--- src/rtl/vlc_pkg.sv ---
// Shared types and constants for the VLC lamp-sequence monitor.
// Frame classes, decoded modes, fault causes and the legal step table.
package vlc_pkg;

  typedef enum logic [1:0] {
    ModeIdle   = 2'd0,
    ModeLeft   = 2'd1,
    ModeRight  = 2'd2,
    ModeHazard = 2'd3
  } mode_e;

  localparam logic [1:0] FaultNone         = 2'd0;
  localparam logic [1:0] FaultIllegalFrame = 2'd1;
  localparam logic [1:0] FaultIllegalStep  = 2'd2;
  localparam logic [1:0] FaultStuck        = 2'd3;

  typedef enum logic [3:0] {
    FcOff,
    FcL1,
    FcL2,
    FcL3,
    FcR1,
    FcR2,
    FcR3,
    FcHz,
    FcBad
  } frame_class_e;

  // Per-side lamp patterns, filling from the innermost lamp outward.
  localparam logic [2:0] LampOff   = 3'b000;
  localparam logic [2:0] LampStep1 = 3'b001;
  localparam logic [2:0] LampStep2 = 3'b011;
  localparam logic [2:0] LampStep3 = 3'b111;

  function automatic logic step_legal(frame_class_e from_c, frame_class_e to_c);
    logic ok;
    ok = 1'b0;
    case (from_c)
      FcOff:   ok = (to_c == FcL1) || (to_c == FcR1) || (to_c == FcHz);
      FcL1:    ok = (to_c == FcL2);
      FcL2:    ok = (to_c == FcL3);
      FcL3:    ok = (to_c == FcOff);
      FcR1:    ok = (to_c == FcR2);
      FcR2:    ok = (to_c == FcR3);
      FcR3:    ok = (to_c == FcOff);
      FcHz:    ok = (to_c == FcOff);
      default: ok = 1'b0;
    endcase
    return ok;
  endfunction

endpackage

--- src/rtl/lamp_frame_classifier.sv ---
// Combinational map from a 6-bit {left, right} lamp frame to its frame class.
module lamp_frame_classifier
  import vlc_pkg::*;
(
  input  logic [5:0]   frame,
  output frame_class_e frame_class
);

  always_comb begin
    frame_class = FcBad;
    case (frame)
      {LampOff,   LampOff  }: frame_class = FcOff;
      {LampStep1, LampOff  }: frame_class = FcL1;
      {LampStep2, LampOff  }: frame_class = FcL2;
      {LampStep3, LampOff  }: frame_class = FcL3;
      {LampOff,   LampStep1}: frame_class = FcR1;
      {LampOff,   LampStep2}: frame_class = FcR2;
      {LampOff,   LampStep3}: frame_class = FcR3;
      {LampStep3, LampStep3}: frame_class = FcHz;
      default:                frame_class = FcBad;
    endcase
  end

endmodule

--- src/rtl/vlc_lamp_monitor.sv ---
// Watches left/right lamp drives, decodes completed indicator sequences into a mode
// and raises a sticky fault on illegal frames, illegal steps or a stuck non-OFF frame.
module vlc_lamp_monitor
  import vlc_pkg::*;
#(
  parameter int unsigned TIMEOUT_CYCLES = 1024
) (
  input  logic       clk,
  input  logic       rst_n,
  input  logic [2:0] left_lamp,
  input  logic [2:0] right_lamp,
  input  logic       clear,
  output logic [1:0] mode,
  output logic       mode_valid,
  output logic       seq_done,
  output logic       fault,
  output logic [1:0] fault_code
);

  localparam int unsigned CntW = $clog2(TIMEOUT_CYCLES + 1);
  localparam logic [CntW-1:0] CntMax = CntW'(TIMEOUT_CYCLES);
  localparam logic [CntW-1:0] CntHit = CntW'(TIMEOUT_CYCLES - 1);

  typedef enum logic [2:0] {
    S_IDLE,
    S_LEFT,
    S_RIGHT,
    S_HAZ,
    S_FAULT
  } state_e;

  logic [5:0]      frame_q, frame_p;
  logic [CntW-1:0] count_q;
  state_e          state_q;
  mode_e           mode_q;
  frame_class_e    cls_q, cls_p;

  logic       changed, bad_frame, bad_step, timeout_hit, stuck, idle_hit;
  logic [1:0] cause;

  lamp_frame_classifier u_cls_q (
    .frame       (frame_q),
    .frame_class (cls_q)
  );

  lamp_frame_classifier u_cls_p (
    .frame       (frame_p),
    .frame_class (cls_p)
  );

  always_comb begin
    changed     = (frame_q != frame_p);
    bad_frame   = (cls_q == FcBad);
    // A step out of an illegal frame (only possible right after clear) is not judged.
    bad_step    = changed && (cls_p != FcBad) && !step_legal(cls_p, cls_q);
    timeout_hit = !changed && (count_q == CntHit);
    stuck       = timeout_hit && (cls_q != FcOff);
    idle_hit    = timeout_hit && (cls_q == FcOff);
    cause       = FaultNone;
    if (bad_frame)     cause = FaultIllegalFrame;
    else if (bad_step) cause = FaultIllegalStep;
    else if (stuck)    cause = FaultStuck;
  end

  always_ff @(posedge clk or negedge rst_n) begin
    if (!rst_n) begin
      frame_q    <= '0;
      frame_p    <= '0;
      count_q    <= '0;
      state_q    <= S_IDLE;
      mode_q     <= ModeIdle;
      mode_valid <= 1'b0;
      seq_done   <= 1'b0;
      fault      <= 1'b0;
      fault_code <= FaultNone;
    end else begin
      frame_q  <= {left_lamp, right_lamp};
      frame_p  <= frame_q;
      seq_done <= 1'b0;

      if (clear || changed) begin
        count_q <= '0;
      end else if (count_q != CntMax) begin
        count_q <= count_q + CntW'(1);
      end

      if (clear) begin
        state_q    <= S_IDLE;
        mode_q     <= ModeIdle;
        mode_valid <= 1'b0;
        fault      <= 1'b0;
        fault_code <= FaultNone;
      end else if (state_q != S_FAULT) begin
        if (cause != FaultNone) begin
          state_q    <= S_FAULT;
          fault      <= 1'b1;
          fault_code <= cause;
          mode_valid <= 1'b0;
        end else if (idle_hit) begin
          mode_q     <= ModeIdle;
          mode_valid <= 1'b1;
        end else if (changed) begin
          // Legal steps only reach OFF from L3/R3/HZ, so OFF here ends a full sequence.
          case (state_q)
            S_IDLE: begin
              if (cls_q == FcL1)      state_q <= S_LEFT;
              else if (cls_q == FcR1) state_q <= S_RIGHT;
              else if (cls_q == FcHz) state_q <= S_HAZ;
            end
            S_LEFT: begin
              if (cls_q == FcOff) begin
                state_q    <= S_IDLE;
                seq_done   <= 1'b1;
                mode_q     <= ModeLeft;
                mode_valid <= 1'b1;
              end
            end
            S_RIGHT: begin
              if (cls_q == FcOff) begin
                state_q    <= S_IDLE;
                seq_done   <= 1'b1;
                mode_q     <= ModeRight;
                mode_valid <= 1'b1;
              end
            end
            S_HAZ: begin
              if (cls_q == FcOff) begin
                state_q    <= S_IDLE;
                seq_done   <= 1'b1;
                mode_q     <= ModeHazard;
                mode_valid <= 1'b1;
              end
            end
            default: state_q <= S_IDLE;
          endcase
        end
      end
    end
  end

  assign mode = mode_q;

endmodule

--- config.mk ---
export PLATFORM = sky130hd
export DESIGN_NAME = vlc_lamp_monitor
export DESIGN_NICKNAME = d
export VERILOG_FILES = /design/src/rtl/vlc_pkg.sv /design/src/rtl/lamp_frame_classifier.sv /design/src/rtl/vlc_lamp_monitor.sv
export SDC_FILE = /design/constraint.sdc
export NUM_CORES = 1
export LEC_CHECK = 0
export ABC_AREA = 1
export BUFFER_PORTS_ARGS = -buffer_cell sky130_fd_sc_hd__buf_2
export CAP_MARGIN = 15
export CORE_UTILIZATION = 30
export CTS_BUF_LIST = sky130_fd_sc_hd__clkbuf_4 sky130_fd_sc_hd__clkbuf_8
export DETAILED_ROUTE_END_ITERATION = 16
export PLACE_DENSITY = 0.43
export SLEW_MARGIN = 10
export SYNTH_ARGS = -nofsm -noshare
export SYNTH_HDL_FRONTEND = slang
export SYNTH_HIERARCHICAL = 1
export SYNTH_SLANG_ARGS = --single-unit
--- constraint.sdc ---
create_clock -name clk -period 4.1 [get_ports clk]
set_clock_uncertainty 0.2 [all_clocks]
set_input_delay 0 -clock clk [delete_from_list [all_inputs] [get_ports clk]]
set_output_delay 0 -clock clk [all_outputs]
set_load 0.02 [all_outputs]
==> impl_metrics.env, run 1 <==
export IMPL_run_status="complete, but fails checks"
export IMPL_failed_checks="DRC"
export IMPL_route_final_wire_length_microns=4410
export IMPL_number_of_cells_on_the_worst_reg_to_reg_path=17
export IMPL_netlist_top_cell_by_area="sky130_fd_sc_hd__dfrtp_1"
export IMPL_tightest_slew_ns=0.774
export IMPL_grt_overflow_total=0
export IMPL_routedWlPerCell_microns=11.1
export IMPL_net_sw_power_uw=255
export IMPL_design_area_sq_um=2470
export IMPL_sequential_fraction_of_design_power=0.407
export IMPL_die_width_microns=85.4
export IMPL_slew_headroom=0.484
export IMPL_cts_repair_resized=0
export IMPL_flow_area_growth_from_synthesis_pct=18.7
export IMPL_count_of_pins_over_their_slew_limit=0
export IMPL_grt_antenna_before_repair=0
export IMPL_utilization=0.366
export IMPL_period_share=0.607
export IMPL_timing_worst_setup_path_type="reg -> reg"
export IMPL_period_minus_slack_ns=2.49
export IMPL_ctsHtreeMaxLevel=2
export IMPL_via_per_inst=4.50
export IMPL_postRouteAntennaNets=0
export IMPL_startpoint_type="flip-flop"
export IMPL_dp_hpwl_microns=3350
export IMPL_post_synth_top_area_fraction=0.396
export IMPL_cts_root_buf="sky130_fd_sc_hd__clkbuf_8"
export IMPL_placed_cell_count=382
export IMPL_worst_hold_class="in -> async"
export IMPL_crit_required_ns=4.08
export IMPL_post_route_worst_setup_slack_ns=1.61
export IMPL_die_y_microns=85.4
export IMPL_drive_above_1_share=0.182
export IMPL_layoutNonFillerInstCount=398
export IMPL_timing_critical_path_slowest_cell_delay_ns=0.49
export IMPL_tritoncts="done"
export IMPL_syn_cell_area_sq_um=2090
export IMPL_fmax_ghz=0.402
export IMPL_ff2ff_setup_slack_ns=1.61
export IMPL_drc=1
export IMPL_worst_endpoint_arrival_ns=2.47
export IMPL_crit_path_top_delay_cell="sky130_fd_sc_hd__dfrtp_1"
export IMPL_grt_setup_unrepaired="no"
export IMPL_endpoint_kind="flip-flop"
export IMPL_grt_util_all_layers=0.138
export IMPL_path_cells="nand2_1 -> nor2_1 -> nand2_1 -> nand3_2 -> nor2_2 -> nor2_1 -> nand2_2 -> nor3_1 -> a21oi_1 -> nand3_2 -> nand3_4 -> nand2_2 -> clkinv_4 -> nor2_4 -> inv_2 -> nand2_1 -> nand2_1"
export IMPL_report_final_hold_viol_count=0
export IMPL_place_area_sq_um=2260
export IMPL_dr_pass1_iters=10
export IMPL_irDropWorstVdd_mv=0.152
export IMPL_first_global_vias=1736
export IMPL_clock_pin_slew_on_the_worst_setup_and_hold_paths_ns=0.08
export IMPL_setup_violations_final=0
export IMPL_fp_dieArea_sq_um=7290
export IMPL_netSwitchingFraction=0.284
export IMPL_finish_net_count=328
export IMPL_synth_main_ff_cell="sky130_fd_sc_hd__dfrtp_1"
export IMPL_synth_area_leaders="sky130_fd_sc_hd__dfrtp_1 40%, sky130_fd_sc_hd__nand2_1 14%, sky130_fd_sc_hd__nand3_1 7.2%"
export IMPL_worstReg2RegStart="frame_q[4]$_DFF_PN0_"
export IMPL_grt_start_max_net_pins=34
export IMPL_ys_warnings_count=6
export IMPL_cts_buffer_depth=2
export IMPL_num_rows=30
export IMPL_total_of_flip_flops_plus_latches_after_synthesis=33
export IMPL_routed_via_count=1792
export IMPL_post_cts_setup_buffers=0
export IMPL_timing_critical_path_fanout_max=7
export IMPL_insertion_delay_ns=0.29
export IMPL_clock_sinks=33
export IMPL_synth_yosys_seq_area_share=0.396
export IMPL_synth_area_per_cell_sq_um=7.24
export IMPL_pwr_share_clk=0.422
export IMPL_crit_reg2reg_capture="mode[0]$_DFFE_PN0P_"
export IMPL_synth_net_count=299
export IMPL_io_pin_count=16
export IMPL_power_per_cell_area_nw_per_um2=363
export IMPL_synth_cell_types=31
export IMPL_first_iter_violations=88
export IMPL_number_of_diodes=0
export IMPL_syn_inst=288
export IMPL_pwr_share_comb=0.171
export IMPL_cts_made_buffers=5
export IMPL_p_leak_uw=0.00133
export IMPL_crit_top_cell="sky130_fd_sc_hd__nand2_1"
export IMPL_place_congestion=0.748
export IMPL_grt_pass1_wl_microns=8000
export IMPL_total_neg_setup_slack_ns=0
export IMPL_intPower_uw=643
export IMPL_placement_stage_worst_setup_slack_ns=1.60
export IMPL_ys_async_sr_fraction=1.00
export IMPL_initial_core_util=0.309
export IMPL_core_area_sq_um=6760
export IMPL_number_of_max_cap_violations=0
export IMPL_port_buffer_count=15
export IMPL_synth_edf_count=0
[Yosys cell counts, types with 3 or more instances]
cell type	count
sky130_fd_sc_hd__nand2_2	5
sky130_fd_sc_hd__a21oi_1	7
sky130_fd_sc_hd__inv_1	38
sky130_fd_sc_hd__inv_2	6
sky130_fd_sc_hd__nor3_1	10
sky130_fd_sc_hd__nand3_1	30
sky130_fd_sc_hd__nand4_1	3
sky130_fd_sc_hd__nor2_4	3
sky130_fd_sc_hd__dfrtp_1	33
sky130_fd_sc_hd__nand3_2	7
sky130_fd_sc_hd__nor2_1	33
sky130_fd_sc_hd__nor2_2	8
sky130_fd_sc_hd__xnor2_1	3
sky130_fd_sc_hd__nand2_1	80
[worst max-delay path by stage]
| stage | startpoint | endpoint | slack [ns] | cells after the start |
|---|---|---|---|---|
| floorplan | frame_q[5]$_DFF_PN0_ | mode[0]$_DFFE_PN0P_ | 1.88 | 16 |
| global placement | frame_q[4]$_DFF_PN0_ | mode[0]$_DFFE_PN0P_ | 1.59 | 16 |
| detailed placement | frame_q[4]$_DFF_PN0_ | mode[0]$_DFFE_PN0P_ | 1.60 | 16 |
| CTS | frame_q[4]$_DFF_PN0_ | mode[0]$_DFFE_PN0P_ | 1.58 | 16 |
| global route | frame_q[4]$_DFF_PN0_ | mode[1]$_DFFE_PN0P_ | 1.29 | 17 |
| finish | frame_q[4]$_DFF_PN0_ | mode[0]$_DFFE_PN0P_ | 1.61 | 17 |
[per-layer routing]
| layer | vias up | share of wire | GRT usage |
|---|---|---|---|
| li1 | 968 | - | - |
| met1 | 808 | 0.51 | 0.186 |
| met2 | 11 | 0.45 | 0.222 |
| met3 | 5 | 0.021 | 0.0292 |
| met4 | 0 | 0.015 | 0.0455 |
| met5 | - | 0 | 0 |
[kinds of logic after synthesis]
| family | count (synthesis) | share of synthesized area |
|---|---|---|
| AND/OR/NAND/NOR | 187 | 0.443 |
| buffers and inverters | 47 | 0.0870 |
| flip-flops | 33 | 0.396 |
| AO/OA/AOI/OAI | 13 | 0.0360 |
| XOR/XNOR | 5 | 0.0210 |
| adder cells (fa/ha/maj) | 2 | 0.0120 |
| multiplexers | 1 | 0.00480 |
[repair_timing]
item | in CTS | in global routing
hold buffers | 8 | 0
endpoints found under the hold margin | 41 | 0
endpoints found under the setup margin | 0 | 0
[state kept, by name, summed over array words and instances (netlist names)]
signal      cells
count_q        11
fault           1
fault_code      2
frame_p         6
frame_q         6
mode            2
mode_valid      1
seq_done        1
state_q         3
[power groups by stage]
stage | registers (uW) | clock network, uW | logic [uW]
2_1_floorplan | 381 | 0 | 96.4
3_3_place_gp | 372 | 0 | 150
3_5_place_dp | 372 | 0 | 150
6_report | 365 | 379 | 154
4_1_cts | 365 | 396 | 156
5_1_grt | 369 | 404 | 175
[placed cells by master (no fill, tap or decap)]
master and n:
sky130_fd_sc_hd__nand2_1 80, sky130_fd_sc_hd__inv_1 38, sky130_fd_sc_hd__nor2_1 33, sky130_fd_sc_hd__dfrtp_1 33, sky130_fd_sc_hd__nand3_1 30, sky130_fd_sc_hd__buf_2 15, sky130_fd_sc_hd__nor3_1 10, sky130_fd_sc_hd__nor2_2 8
sky130_fd_sc_hd__dlygate4sd3_1 8, sky130_fd_sc_hd__a21oi_1 7, sky130_fd_sc_hd__nand3_2 7, sky130_fd_sc_hd__inv_2 6, sky130_fd_sc_hd__nand2_2 5, sky130_fd_sc_hd__clkbuf_8 5, sky130_fd_sc_hd__nand4_1 3, sky130_fd_sc_hd__nor2_4 3
sky130_fd_sc_hd__xnor2_1 3, sky130_fd_sc_hd__nand3_4 2, sky130_fd_sc_hd__a211oi_1 2, sky130_fd_sc_hd__xor2_1 2, sky130_fd_sc_hd__nor3b_1 2, sky130_fd_sc_hd__ha_1 2, sky130_fd_sc_hd__bufinv_16 2, sky130_fd_sc_hd__nand3b_1 1
sky130_fd_sc_hd__nand4_4 1, sky130_fd_sc_hd__clkinv_1 1, sky130_fd_sc_hd__nand3b_2 1, sky130_fd_sc_hd__o21ai_1 1, sky130_fd_sc_hd__clkinv_4 1, sky130_fd_sc_hd__o21ai_2 1, sky130_fd_sc_hd__o21ai_0 1, sky130_fd_sc_hd__a31oi_1 1
sky130_fd_sc_hd__nor4_1 1, sky130_fd_sc_hd__mux2i_1 1, sky130_fd_sc_hd__inv_6 1
[area by class of cell]
| cell class | count | area (sq um) |
|---|---|---|
| timing repair buffer | 23 | 155 |
| tap | 80 | 100 |
| fill | 720 | 4280 |
| inverter | 46 | 178 |
| clock inverter | 3 | 68.8 |
| sequential | 33 | 826 |
| multi-input combinational | 208 | 1080 |
| clock buffer | 5 | 68.8 |
[stage by stage]
step | total power (uW) | hold slack (ns)
final | 898 | 0.123
after global routing | 949 | 0.137
after CTS | 918 | 0.126
after global placement | 522 | -0.0899
after floorplan | 477 | -0.496
after detailed placement | 522 | -0.0903
[critical path, delay by kind of cell, from the launching register on]
| family | cells | cell delay [ns] |
|---|---|---|
| compound gates | 1 | 0.07 |
| simple gates | 14 | 1.51 |
| buf+inv | 2 | 0.11 |
| flops | 1 | 0.49 |
Note: power is estimated with default switching activity, not from simulation.
==> run 2: changes to the inputs <==
--- a/config.mk
+++ b/config.mk
@@ -5,13 +5,13 @@
 export SDC_FILE = /design/constraint.sdc
 export NUM_CORES = 1
 export LEC_CHECK = 0
-export ABC_AREA = 1
+export ABC_AREA = 0
 export BUFFER_PORTS_ARGS = -buffer_cell sky130_fd_sc_hd__buf_2
 export CAP_MARGIN = 15
 export CORE_UTILIZATION = 30
 export CTS_BUF_LIST = sky130_fd_sc_hd__clkbuf_4 sky130_fd_sc_hd__clkbuf_8
 export DETAILED_ROUTE_END_ITERATION = 16
-export PLACE_DENSITY = 0.43
+export PLACE_DENSITY = 0.44
 export SLEW_MARGIN = 10
 export SYNTH_ARGS = -nofsm -noshare
 export SYNTH_HDL_FRONTEND = slang
==> constraint.sdc (replaced) <==
create_clock -name clk -period 2.04 [get_ports clk]
set_clock_uncertainty 0.2 [all_clocks]
set_input_delay 0 -clock clk [delete_from_list [all_inputs] [get_ports clk]]
set_output_delay 0 -clock clk [all_outputs]
set_load 0.02 [all_outputs]
==> run 2 against run 1 <==
Against the previous run: clock power up 34%; design area up 30%; die area down 2.8%; non-clock buffer count up 79; global-route usage up 2.0 points; total power up 72%; largest power group is now sequential cells; the flow finishes with violations (setup timing).
==> impl_metrics.env, run 2 <==
export IMPL_place_congestion=0.756
export IMPL_core_area_sq_um=6420
export IMPL_design_power_total_uw=1550
export IMPL_utilization=0.501
export IMPL_mostFrequentLayoutCells="69 x sky130_fd_sc_hd__buf_4, 30 x sky130_fd_sc_hd__dfrtp_1, 15 x sky130_fd_sc_hd__buf_2"
export IMPL_run_status="complete, but fails checks"
export IMPL_postRouteAntennaNets=0
export IMPL_grt_antenna_before_repair=0
export IMPL_net_sw_power_uw=413
export IMPL_setup_violations_final=10
export IMPL_tightest_slew_ns=0.754
export IMPL_report_final_hold_viol_count=0
export IMPL_post_synth_top_area_fraction=0.408
export IMPL_top_usage_layer="met2"
export IMPL_p_leak_uw=0.00140
export IMPL_grt_setup_unrepaired="yes"
export IMPL_largest_registers="count_q (11), frame_p (6), frame_q (6)"
export IMPL_netSwitchingFraction=0.266
export IMPL_pwr_share_comb=0.221
export IMPL_grt_use_met2=0.270
export IMPL_sequential_fraction_of_design_power=0.451
export IMPL_largest_register_ffs=11
export IMPL_period_minus_slack_ns=2.94
export IMPL_synth_main_ff_cell="sky130_fd_sc_hd__dfrtp_1"
export IMPL_clock_sinks=33
export IMPL_grt_util_all_layers=0.159
export IMPL_route_final_wire_length_microns=5310
export IMPL_groute_layer_met1_usage=0.207
export IMPL_timing_worst_setup_path_type="reg -> reg"
export IMPL_cts_made_buffers=5
export IMPL_tritoncts="done"
export IMPL_grtUsageMet3=0.0285
export IMPL_syn_inst=211
export IMPL_worst_hold_class="in -> async"
export IMPL_startpoint_type="flip-flop"
export IMPL_netlist_top_cell_by_area="sky130_fd_sc_hd__dfrtp_1"
export IMPL_via_per_inst=4.99
export IMPL_drive_above_1_share=0.475
export IMPL_synth_area_per_cell_sq_um=9.60
export IMPL_fmax_ghz=0.340
export IMPL_area_sequential_sq_um=830
export IMPL_grt_pass1_wl_microns=9060
export IMPL_dr_pass1_iters=4
export IMPL_endpoint_kind="flip-flop"
export IMPL_insertion_delay_ns=0.28
export IMPL_design_area_sq_um=3220
export IMPL_io_pin_count=16
export IMPL_fillerInstances=613
export IMPL_irDropWorstVdd_mv=0.306
export IMPL_routed_via_count=1952
export IMPL_place_area_sq_um=2700
export IMPL_grt_overflow_total=0
export IMPL_path_cells="or3_4 -> o21ai_1 -> a31o_2 -> nor4b_2 -> a311oi_1 -> o21ai_1 -> a2111oi_4 -> buf_4 -> buf_4 -> nor2_1 -> a21oi_1"
export IMPL_top_register="count_q"
export IMPL_dp_hpwl_microns=3630
export IMPL_multi_input_comb_area_sq_um=1360
export IMPL_ys_warnings_count=6
export IMPL_ys_async_sr_fraction=1.00
export IMPL_pwr_share_clk=0.329
export IMPL_intPower_uw=1140
export IMPL_die_y_microns=84.2
export IMPL_synth_net_count=222
export IMPL_layout_cells_most_common="sky130_fd_sc_hd__buf_4"
export IMPL_count_of_pins_over_their_slew_limit=0
export IMPL_first_global_vias=2010
export IMPL_routedWlPerCell_microns=13.6
export IMPL_finish_net_count=325
export IMPL_timing_critical_path_fanout_max=6
export IMPL_flow_area_growth_from_synthesis_pct=58.8
export IMPL_whs_ns=0.119
export IMPL_clock_pin_slew_on_the_worst_setup_and_hold_paths_ns=0.07
export IMPL_synth_cell_types=53
export IMPL_drc=0
export IMPL_total_of_flip_flops_plus_latches_after_synthesis=33
export IMPL_ctsHtreeMaxLevel=2
export IMPL_synth_common_cells="33 x sky130_fd_sc_hd__dfrtp_1, 16 x sky130_fd_sc_hd__nor2_1, 15 x sky130_fd_sc_hd__nand2_1, 13 x sky130_fd_sc_hd__a21oi_1"
export IMPL_number_of_max_cap_violations=0
export IMPL_number_of_diodes=0
export IMPL_cts_buffer_depth=2
export IMPL_fp_dieArea_sq_um=7080
export IMPL_post_route_worst_setup_slack_ns=-0.900
export IMPL_num_rows=29
export IMPL_synth_area_leaders="sky130_fd_sc_hd__dfrtp_1 41%, sky130_fd_sc_hd__xnor2_1 5.2%, sky130_fd_sc_hd__xor2_1 4.8%"
export IMPL_power_per_cell_area_nw_per_um2=481
export IMPL_first_iter_violations=58
export IMPL_die_width_microns=84.2
export IMPL_number_of_cells_on_the_worst_reg_to_reg_path=11
export IMPL_initial_core_util=0.315
export IMPL_failed_checks="setup timing"
export IMPL_cts_root_buf="sky130_fd_sc_hd__clkbuf_8"
export IMPL_slew_headroom=0.497
export IMPL_grt_start_max_net_pins=34
export IMPL_worst_endpoint_arrival_ns=2.95
export IMPL_period_share=1.44
export IMPL_timing_critical_path_slowest_cell_delay_ns=0.46
export IMPL_port_buffer_count=15
export IMPL_crit_required_ns=2.05
export IMPL_synth_edf_count=0
export IMPL_placement_stage_worst_setup_slack_ns=-0.896
export IMPL_synth_yosys_seq_area_share=0.408
export IMPL_syn_cell_area_sq_um=2030
export IMPL_crit_path_top_delay_cell="sky130_fd_sc_hd__a2111oi_4"
export IMPL_yosys_cell_count_top_type="sky130_fd_sc_hd__dfrtp_1"
[run 2: power by group through the flow]
stage          sequential [uW]  combinational, uW  clock (uW)
4_1_cts                    695                322         542
6_report                   698                342         509
5_1_grt                    701                374         572
3_3_place_gp               709                281           0
3_5_place_dp               708                281           0
2_1_floorplan              720                134           0
[run 2: layout make-up]
| class | count | area share |
|---|---|---|
| Tap cell | 77 | 0.0299 |
| Inverter | 8 | 0.00933 |
| Timing Repair Buffer | 102 | 0.251 |
| Sequential cell | 33 | 0.258 |
| Multi-Input combinational cell | 164 | 0.424 |
| Clock buffer | 7 | 0.0280 |
[run 2: kinds of logic after synthesis]
logic type | Yosys count | share of synthesized area
AO/OA/AOI/OAI | 42 | 0.146
XOR/XNOR | 23 | 0.0994
adder cells (fa/ha/maj) | 2 | 0.0124
buffers and inverters | 14 | 0.0315
flip-flops | 33 | 0.408
multiplexers | 2 | 0.0124
AND/OR/NAND/NOR | 95 | 0.290
[run 2: what timing repair did]
action / in CTS / in global routing
setup buffers: 7 / 6
pin swaps: 4 / 16
gates cloned: 0 / 1
hold buffers: 8 / 0
resized for setup: 15 / 39
setup endpoints to repair: 21 / 21
hold endpoints to repair: 45 / 0
[run 2: worst paths after layout]
| path | start | end | slack [ns] |
|---|---|---|---|
| worst max register to register | frame_q[4]$_DFF_PN0_ | state_q[2]$_DFFE_PN0P_ | -0.90 |
| min in group clk | right_lamp[2] | frame_q[2]$_DFF_PN0_ | 0.16 |
| worst max-delay path | frame_q[4]$_DFF_PN0_ | state_q[2]$_DFFE_PN0P_ | -0.90 |
| worst min register to register | frame_q[0]$_DFF_PN0_ | frame_p[0]$_DFF_PN0_ | 0.30 |
| worst min-delay path | rst_n | frame_p[2]$_DFF_PN0_ | 0.12 |
| max in group asynchronous | rst_n | frame_q[2]$_DFF_PN0_ | 0.99 |
[run 2: metal layers]
metal  part of all wire  vias up
met2               0.50       33
li1                   -      985
met4             0.0096        0
met3              0.023        7
met1               0.46      927
met5                  0        -
[run 2: per-stage QoR]
stage | instances | setup TNS, ns
after floorplan | 211 | -6.99
after global placement | 363 | -8.44
after detailed placement | 363 | -8.50
after CTS | 385 | -8.16
after global routing | 391 | -10.51
final | 391 | -8.57
[run 2: critical path: cells and delay by family (launching register included)]
family                 cells  cell delay (ns)
flip-flops                 1             0.43
buffers and inverters      2             0.34
AND/OR/NAND/NOR            3             0.53
AO/OA/AOI/OAI              6             1.37
==> run 3: changes to the inputs <==
--- a/config.mk
+++ b/config.mk
@@ -11,7 +11,7 @@
 export CORE_UTILIZATION = 30
 export CTS_BUF_LIST = sky130_fd_sc_hd__clkbuf_4 sky130_fd_sc_hd__clkbuf_8
 export DETAILED_ROUTE_END_ITERATION = 16
-export PLACE_DENSITY = 0.44
+export PLACE_DENSITY = 0.43
 export SLEW_MARGIN = 10
 export SYNTH_ARGS = -nofsm -noshare
 export SYNTH_HDL_FRONTEND = slang
==> constraint.sdc (replaced) <==
create_clock -name clk -period 3.39 [get_ports clk]
set_clock_uncertainty 0.2 [all_clocks]
set_input_delay 0 -clock clk [delete_from_list [all_inputs] [get_ports clk]]
set_output_delay 0 -clock clk [all_outputs]
set_load 0.02 [all_outputs]
==> run 3 against run 2 <==
Against the previous run: the run now ends clean; sequential cell count did not move; clock power shrank 39%; highest routed layer unchanged; cell count decreased by 18%; first-iteration DRC count grew 98%; sequential power is 39% lower; largest cell class unchanged; largest power group unchanged; via count decreased by 14%; total power is 45% lower; count of clock-buffer cells in the layout is the same; setup slack improved by 1.1 ns; register-to-register slack better by 1.1 ns.
==> impl_metrics.env, run 3 (synthesis results as in run 2) <==
export IMPL_mostFrequentLayoutCells="31 x sky130_fd_sc_hd__dfrtp_1, 16 x sky130_fd_sc_hd__nor2_1, 15 x sky130_fd_sc_hd__nand2_1, 15 x sky130_fd_sc_hd__buf_2, 13 x sky130_fd_sc_hd__a21oi_1"
export IMPL_layout_cells_most_common="sky130_fd_sc_hd__dfrtp_1"
export IMPL_via_per_inst=5.28
export IMPL_multi_input_comb_area_sq_um=1140
export IMPL_port_buffer_count=15
export IMPL_count_of_pins_over_their_slew_limit=0
export IMPL_number_of_max_cap_violations=0
export IMPL_whs_ns=0.145
export IMPL_placement_stage_worst_setup_slack_ns=0.153
export IMPL_clock_sinks=33
export IMPL_insertion_delay_ns=0.28
export IMPL_core_area_sq_um=6420
export IMPL_drive_above_1_share=0.190
export IMPL_grt_overflow_total=0
export IMPL_route_top_layer_used="met4"
export IMPL_grt_antenna_before_repair=0
export IMPL_fillerInstances=649
export IMPL_worst_hold_class="in -> async"
export IMPL_intPower_uw=630
export IMPL_worst_endpoint_arrival_ns=3.16
export IMPL_timing_critical_path_slowest_cell_delay_ns=0.48
export IMPL_post_route_worst_setup_slack_ns=0.195
export IMPL_routed_via_count=1684
export IMPL_route_final_wire_length_microns=4500
export IMPL_place_congestion=0.753
export IMPL_crit_path_top_delay_cell="sky130_fd_sc_hd__dfrtp_1"
export IMPL_cts_root_buf="sky130_fd_sc_hd__clkbuf_8"
export IMPL_largest_registers="count_q (11), frame_p (6), frame_q (6)"
export IMPL_cp_delay_by_family_top="simple AND/OR/NAND/NOR gates"
export IMPL_dp_hpwl_microns=3130
export IMPL_ctsHtreeMaxLevel=2
export IMPL_grt_util_all_layers=0.143
export IMPL_tritoncts="done"
export IMPL_pwr_share_clk=0.359
export IMPL_place_area_sq_um=2220
export IMPL_endpoint_kind="flip-flop"
export IMPL_die_y_microns=84.2
export IMPL_period_share=0.943
export IMPL_top_register="count_q"
export IMPL_postRouteAntennaNets=0
export IMPL_flow_area_growth_from_synthesis_pct=18.2
export IMPL_report_final_hold_viol_count=0
export IMPL_power_per_cell_area_nw_per_um2=359
export IMPL_clock_pin_slew_on_the_worst_setup_and_hold_paths_ns=0.07
export IMPL_setup_violations_final=0
export IMPL_pwr_share_comb=0.143
export IMPL_design_area_sq_um=2390
export IMPL_net_sw_power_uw=229
export IMPL_routed_wl_met3_microns=144
export IMPL_netSwitchingFraction=0.266
export IMPL_fmax_ghz=0.313
export IMPL_slew_headroom=0.471
export IMPL_total_neg_setup_slack_ns=0
export IMPL_timing_critical_path_fanout_max=8
export IMPL_cts_buffer_depth=2
export IMPL_number_of_diodes=0
export IMPL_dr_pass1_iters=4
export IMPL_utilization=0.373
export IMPL_first_iter_violations=115
export IMPL_first_global_vias=1609
export IMPL_irDropWorstVdd_mv=0.128
export IMPL_critical_path_n_buffers_inverters=1
export IMPL_tightest_slew_ns=0.793
export IMPL_p_leak_uw=0.000950
export IMPL_sequential_fraction_of_design_power=0.498
export IMPL_drc=0
export IMPL_initial_core_util=0.315
export IMPL_grt_setup_unrepaired="no"
export IMPL_cts_made_buffers=5
export IMPL_grt_start_max_net_pins=34
export IMPL_area_sequential_sq_um=828
export IMPL_period_minus_slack_ns=3.20
export IMPL_io_pin_count=16
export IMPL_num_rows=29
export IMPL_die_width_microns=84.2
export IMPL_wl_met2_microns=1970
export IMPL_grt_pass1_wl_microns=8060
export IMPL_finish_net_count=253
export IMPL_startpoint_type="flip-flop"
export IMPL_path_cells="or3_4 -> o21ai_1 -> a31o_1 -> buf_4 -> nor3_4 -> nand2b_2 -> nor4b_2 -> a2111oi_4 -> nor4b_4 -> mux2_4"
export IMPL_timing_worst_setup_path_type="reg -> reg"
export IMPL_crit_required_ns=3.36
export IMPL_fp_dieArea_sq_um=7080
export IMPL_routedWlPerCell_microns=14.1
export IMPL_run_status="finished clean"
export IMPL_met1Wirelength_microns=2350
export IMPL_largest_register_ffs=11
[run 3: layout make-up]
class | count | area share
sequential | 33 | 0.346
multi-input combinational | 164 | 0.477
timing repair buffer | 30 | 0.0868
tap | 77 | 0.0403
clock buffer | 7 | 0.0376
inverter | 8 | 0.0125
[run 3: power groups by stage]
stage          Clock (uW)  Sequential, uW  Combinational (uW)
2_1_floorplan           0             433                77.0
5_1_grt               347             430                 137
6_report              308             428                 123
4_1_cts               324             427                 123
3_5_place_dp            0             435                 116
3_3_place_gp            0             435                 118
[run 3: worst paths after layout]
check / to / startpoint / cells after the start / slack, ns
worst min register to register: frame_p[5]$_DFF_PN0_ / frame_q[5]$_DFF_PN0_ / 0 / 0.31
min in group clk: frame_q[4]$_DFF_PN0_ / left_lamp[1] / 2 / 0.16
worst max register to register: mode[1]$_DFFE_PN0P_ / frame_q[3]$_DFF_PN0_ / 10 / 0.19
worst max-delay path: mode[1]$_DFFE_PN0P_ / frame_q[3]$_DFF_PN0_ / 10 / 0.19
max in group asynchronous: frame_q[4]$_DFF_PN0_ / rst_n / 2 / 2.30
worst min-delay path: frame_p[1]$_DFF_PN0_ / rst_n / 2 / 0.15
[run 3: what timing repair did]
action,in CTS,in global routing
setup endpoints to repair,0,6
setup buffers,0,0
hold buffers,8,0
gates resized for setup,0,3
endpoints found under the hold margin,46,0
[run 3: metrics by stage]
stage / total power [uW] / cells
6_report: 859 / 319
5_1_grt: 915 / 319
4_1_cts: 875 / 319
3_5_place_dp: 551 / 304
3_3_place_gp: 552 / 304
2_1_floorplan: 510 / 211
[run 3: per-layer routing]
metal,vias to the layer above,track usage
li1,840,-
met5,-,0
met3,2,0.0295
met1,813,0.210
met4,0,0.0470
met2,29,0.208
[run 3: worst reg2reg max path, stage by stage (launching register included)]
cell	delay (ns)
sky130_fd_sc_hd__dfrtp_1	0.48
sky130_fd_sc_hd__or3_4	0.20
sky130_fd_sc_hd__o21ai_1	0.06
sky130_fd_sc_hd__a31o_1	0.32
sky130_fd_sc_hd__buf_4	0.20
sky130_fd_sc_hd__nor3_4	0.30
sky130_fd_sc_hd__nand2b_2	0.18
sky130_fd_sc_hd__nor4b_2	0.34
sky130_fd_sc_hd__a2111oi_4	0.12
sky130_fd_sc_hd__nor4b_4	0.36
sky130_fd_sc_hd__mux2_4	0.32
